===== config.mk =====
export PLATFORM = sky130hd
export DESIGN_NAME = seq_detector_param
export DESIGN_NICKNAME = d
export VERILOG_FILES = /design/src/rtl/seq_det_pkg.sv /design/src/rtl/seq_window.sv /design/src/rtl/seq_detector_param.sv
export SDC_FILE = /design/constraint.sdc
export NUM_CORES = 1
export LEC_CHECK = 0
export CORE_MARGIN = 4
export CORE_UTILIZATION = 35
export DETAILED_ROUTE_END_ITERATION = 7
export GPL_TIMING_DRIVEN = 0
export SYNTH_ARGS = -nofsm -noshare
export SYNTH_HDL_FRONTEND = slang
export SYNTH_HIERARCHICAL = 1
export SYNTH_SLANG_ARGS = --single-unit

===== constraint.sdc =====
create_clock -name clk -period 3.5 [get_ports clk]
set_input_delay 0.7 -clock clk [delete_from_list [all_inputs] [get_ports clk]]
set_output_delay 0.7 -clock clk [all_outputs]
set_load 0.05 [all_outputs]

===== src/rtl/seq_det_pkg.sv =====
// Shared encodings and helpers for the parametrised serial-pattern detector.
package seq_det_pkg;

   localparam logic [1:0] Y_IDLE  = 2'b00;
   localparam logic [1:0] Y_FILL  = 2'b01;
   localparam logic [1:0] Y_ARMED = 2'b10;
   localparam logic [1:0] Y_HIT   = 2'b11;

   // Caller passes the all-ones value of its counter width as max_val.
   function automatic logic [31:0] sat_inc(input logic [31:0] val, input logic [31:0] max_val);
      return (val >= max_val) ? max_val : val + 32'd1;
   endfunction

endpackage


===== src/rtl/seq_window.sv =====
// Shift window, fill tracker and masked compare; hit is the combinational
// match condition for the current edge.
module seq_window #(
   parameter int PAT_W = 4
) (
   input  logic                           clk,
   input  logic                           rst,
   input  logic                           en,
   input  logic                           x,
   input  logic                           clear,
   input  logic                           overlap,
   input  logic [PAT_W-1:0]               pattern,
   input  logic [PAT_W-1:0]               mask,
   output logic [$clog2(PAT_W+1)-1:0]     fill,
   output logic                           hit
);

   localparam int FW = $clog2(PAT_W+1);
   localparam logic [FW-1:0] FULL = FW'(PAT_W);

   logic [PAT_W-1:0] window, window_next, shifted;
   logic [FW-1:0]    fill_next, fill_inc;

   assign shifted  = {window[PAT_W-2:0], x};
   assign fill_inc = (fill == FULL) ? fill : fill + FW'(1);

   always_ff @(posedge clk or negedge rst) begin
      if (!rst) begin
         window <= '0;
         fill   <= '0;
      end else begin
         window <= window_next;
         fill   <= fill_next;
      end
   end

   // A load discards this edge's bit, so it must also veto the compare.
   always_comb begin
      hit = 1'b0;
      if (en && !clear && fill_inc == FULL && ((shifted ^ pattern) & mask) == '0)
         hit = 1'b1;
   end

   always_comb begin
      window_next = window;
      fill_next   = fill;
      if (clear) begin
         window_next = '0;
         fill_next   = '0;
      end else if (en) begin
         window_next = shifted;
         fill_next   = (hit && !overlap) ? '0 : fill_inc;
      end
   end

endmodule


===== src/rtl/seq_detector_param.sv =====
// Moore serial-pattern detector: loadable pattern/mask, match pulse,
// saturating match counter and 2-bit state code.
//
// state  | meaning
// IDLE   | fill == 0, no match pending
// FILL   | 0 < fill < PAT_W, window partially loaded
// ARMED  | fill == PAT_W, window full, last edge did not match
// HIT    | match flop set (wins over IDLE after a non-overlap match)
module seq_detector_param
   import seq_det_pkg::*;
#(
   parameter int               PAT_W       = 4,
   parameter int               CNT_W       = 8,
   parameter logic [PAT_W-1:0] PAT_DEFAULT = 4'b1011
) (
   input  logic             clk,
   input  logic             rst,
   input  logic             en,
   input  logic             x,
   input  logic             overlap,
   input  logic             pat_ld,
   input  logic [PAT_W-1:0] pat_in,
   input  logic [PAT_W-1:0] mask_in,
   input  logic             clr_cnt,
   output logic [1:0]       y,
   output logic             match,
   output logic [CNT_W-1:0] match_cnt
);

   localparam int FW = $clog2(PAT_W+1);
   localparam logic [FW-1:0]    FULL    = FW'(PAT_W);
   localparam logic [CNT_W-1:0] CNT_MAX = '1;

   logic [PAT_W-1:0] pattern, mask;
   logic [FW-1:0]    fill;
   logic             hit;
   logic [CNT_W-1:0] cnt_next;

   seq_window #(.PAT_W(PAT_W)) u_window (
      .clk     (clk),
      .rst     (rst),
      .en      (en),
      .x       (x),
      .clear   (pat_ld),
      .overlap (overlap),
      .pattern (pattern),
      .mask    (mask),
      .fill    (fill),
      .hit     (hit)
   );

   always_ff @(posedge clk or negedge rst) begin
      if (!rst) begin
         pattern   <= PAT_DEFAULT;
         mask      <= '1;
         match     <= 1'b0;
         match_cnt <= '0;
      end else begin
         if (pat_ld) begin
            pattern <= pat_in;
            mask    <= mask_in;
         end
         match     <= hit;
         match_cnt <= cnt_next;
      end
   end

   always_comb begin
      cnt_next = match_cnt;
      if (clr_cnt)
         cnt_next = hit ? CNT_W'(1) : '0;
      else if (hit)
         cnt_next = CNT_W'(sat_inc(32'(match_cnt), 32'(CNT_MAX)));
   end

   always_comb begin
      y = Y_FILL;
      if (match)
         y = Y_HIT;
      else if (fill == '0)
         y = Y_IDLE;
      else if (fill == FULL)
         y = Y_ARMED;
   end

endmodule


==> flow_metrics.tcl <==
set metrics [dict create \
    cp-start-kind "flop" \
    setup.reg_to_reg.worst_slack_ns 1.32 \
    vdd.ir_drop.worst_v 0.0001228 \
    worst-endpoint-required_ns 2.80 \
    cts-hold-fix-buffers 0 \
    synth.area.mux_share_pct 10.95 \
    crit-reg2reg-capture "match_cnt[7]" \
    drt-wirelength-per-cell_um 13.80 \
    setup_viol_count_final 0 \
    core_region_area_um2 3153 \
    max_cap_violation_count 0 \
    hold_viol_final 0 \
    synth_xor_xnor_area_share_pct 4.421 \
    largest_net_degree_at_the_start_of_global_routing 24 \
    syn_area_um2 1189 \
    initial_core_util_pct 37.70 \
    final_layout_size_suffix_gt1_share_pct 21.05 \
    drt-total-wl_um 2443 \
    clkSlewWorstSetupHoldPaths_ns 0.13 \
    power.leakage_nw 0.6469 \
    tritoncts_clock_tree "yes" \
    seq_area_frac_synth_pct 49.16 \
    drc_errors 0 \
    timing.setup.critical_path_class "reg -> out" \
    clk_root_buffer_cell "clkbuf_4" \
    ctsHtreeMaxLevel 1 \
    grt_first_pass_wirelength_um 4084 \
    postCtsSetupBuffers 0 \
    area.growth.synth_to_final_pct 27.16 \
    setup.worst_path.end_class "output pin" \
    ys_types 36 \
    worst-slew-pin-transition_ns 1.016 \
    clock_sinks 23 \
    run_status "completed" \
    cts-root-to-sink-buffers 2 \
    number_of_synthesized_register_bits 23 \
    yosys_warnings 6 \
    worst_slew_margin_rel_pct 32.08 \
    slew_viol_final 0 \
    dpl.hpwl_um 1791 \
    pin_count 26 \
    syn-num-nets 123 \
    holdCritPathClass "reg -> reg" \
    initial_antenna_violation_count 0 \
    rows 20 \
    synthAdderAreaFrac_pct 3.158 \
    critical_path_peak_fanout 5 \
    simple_gate_area_share_of_the_yosys_netlist_pct 14.95 \
    holdPathStages 1 \
    timing.setup.tns_ns 0 \
    place_ws_ns 0.7651 \
    setup_repair_after_global_routing_missed_its_margin "false" \
    cts_inserted_buffers 3 \
    maxClockFrequency_mhz 396.1 \
    worst_r2r_path_depth 10 \
    num_antenna_cells 0 \
    dr.first_iter.drc_count 28 \
    detailedRoute.firstPassIterationCount 4 \
    power_density_over_the_cells_nw_per_um2 330.5 \
    arr_time_crit_path_ns 1.82 \
    min_from "pattern[2]" \
    layout_worst_path_cycle_share_pct 72.14 \
    postRouteAntennaNets 0 \
    synth_compound_gate_area_share_pct 13.58 \
    final_net_count 152 \
    synthesis.instances 105 \
    route.vias.total 892 \
    period_needed_ns 2.525 \
    floorplan.die.height_um 66.28 \
    die_x_um 66.28 \
    cts-resized-gates 0 \
    globalRoute.totalOverflow 0 \
    via_per_inst 5.040 \
    worst_slack_ns 0.9752 \
    dominant_combinational_cell_family_by_area_after_synthesis "simple AND/OR/NAND/NOR gates" \
    clkLatencyLatePin_ns 0.30 \
    number_of_global_route_vias_before_repair 916 \
    gp_congestion 0.7330 \
    grt_use_total_pct 12.06 \
    fillCellCount 312 \
    place.port_buffers 24 \
    crit-reg2reg-launch "u_window/fill[0]" \
    floorplan.die_area_um2 4392 \
    min_to "pattern[2]" \
    syn-mean-instance-area_um2 11.32 \
    fin_worst_skew_ns 0.002813 \
]
-- placed cells by master, fill, tap and decap left out, types with 2 or more instances in the layout --
cell type        netlist  routed
clkbuf_4               0       3
nor2_1                10      10
nand3b_1               2       2
nand2_1                4       4
o21ai_0                2       2
dfstp_2                7       7
a311oi_1               2       2
and4_2                 2       2
nand3_1                3       3
a31oi_1                3       3
xor2_1                 4       4
clkdlybuf4s50_1        0      24
xnor2_1                2       2
inv_1                  6       6
ha_1                   3       3
dfrtp_1               16      16
mux2i_1                4       4
mux2_2                 8       8
a21oi_1                8       8
-- where the power goes --
part / switching (mW) / internal, mW
clock network: 0.0796 / 0.0426
registers: 0.00998 / 0.285
logic: 0.0393 / 0.0431
total: 0.129 / 0.371
-- registers in the layout, indices dropped and copies added (netlist names) --
signal           count
u_window/window      3
mask                 4
pattern              4
u_window/fill        3
match_cnt            8
match                1
-- per-layer routing --
layer | GRT usage (%) | share of wire (%)
met4 | 3.807 | 0.41
met3 | 3.061 | 6.0
met5 | 0 | 0
met1 | 14.74 | 46
met2 | 20.57 | 47
-- critical path, stage by stage, from the launching register on --
cell	delay (ns)
dfrtp_1	0.44
or3_1	0.38
clkdlybuf4s50_1	0.70
-- layout make-up --
class	instances	area (um2)	area share, %
plain buffers	3	22.52	1.490
clock inverters	1	5.005	0.3311
clock buffers	3	22.52	1.490
well taps	44	55.05	3.642
repair buffers	24	240.2	15.89
multi-input cells	73	559.3	37.00
flip-flops and latches	23	584.3	38.66
inverters	6	22.52	1.490
-- logic make-up (layout without fill, tap and decap cells) --
logic type / Yosys count / count (layout)
AO/OA/AOI/OAI: 22 / 22
XOR/XNOR: 6 / 6
adder cells (fa/ha/maj): 3 / 3
buffers and inverters: 9 / 37
flip-flops: 23 / 23
multiplexers: 12 / 12
AND/OR/NAND/NOR: 30 / 30
-- stage by stage --
step	utilization [%]	instances	total power, mW	area [um2]	hold slack, ns
global placement	47.06	173	0.3820	1484	0.5286
finish	47.94	177	0.4995	1511	0.5585
global route	47.94	177	0.5315	1511	0.5819
floorplan	-	105	0.3479	1189	0.4044
CTS	47.94	177	0.5097	1511	0.5686
detailed placement	47.06	173	0.3837	1484	0.5372
-- Yosys cell counts --
library cell | number | area (um2)
dfstp_2 | 7 | 183.9
o21ai_0 | 2 | 10.01
or3_1 | 1 | 6.260
a211o_1 | 1 | 8.760
xnor2_1 | 2 | 17.52
a21oi_1 | 8 | 40.04
a31oi_1 | 3 | 18.77
nand3b_1 | 2 | 15.01
and4_4 | 1 | 11.26
mux2_2 | 8 | 90.09
nor2b_1 | 1 | 6.260
o2111ai_1 | 1 | 8.760
nand4_1 | 1 | 6.260
and2_1 | 1 | 6.260
nand2b_1 | 1 | 6.260
and4_2 | 2 | 20.02
a311oi_1 | 2 | 17.52
a2bb2oi_2 | 1 | 15.01
buf_6 | 1 | 11.26
dfrtp_1 | 16 | 400.4
and3_1 | 1 | 6.260
inv_1 | 6 | 22.52
a311oi_2 | 1 | 15.01
nand4_4 | 1 | 21.27
xor2_1 | 4 | 35.03
a21boi_0 | 1 | 7.510
buf_4 | 1 | 7.510
nor3_1 | 1 | 5.000
clkbuf_1 | 1 | 3.750
mux2i_1 | 4 | 40.04
nand3_1 | 3 | 15.01
a21o_1 | 1 | 7.510
ha_1 | 3 | 37.54
a22oi_2 | 1 | 12.51
nor2_1 | 10 | 37.54
nand2_1 | 4 | 15.01
-- worst max-delay path by stage --
stage,from,to,cells after the start
floorplan,en,match_cnt[7],8
finish,u_window/fill[1],y[0],2
global placement,pat_ld,match_cnt[6],9
detailed placement,pat_ld,match_cnt[7],9
global route,u_window/fill[0],y[0],2
CTS,u_window/fill[1],y[0],2
Power figures use the tool's default switching activity.
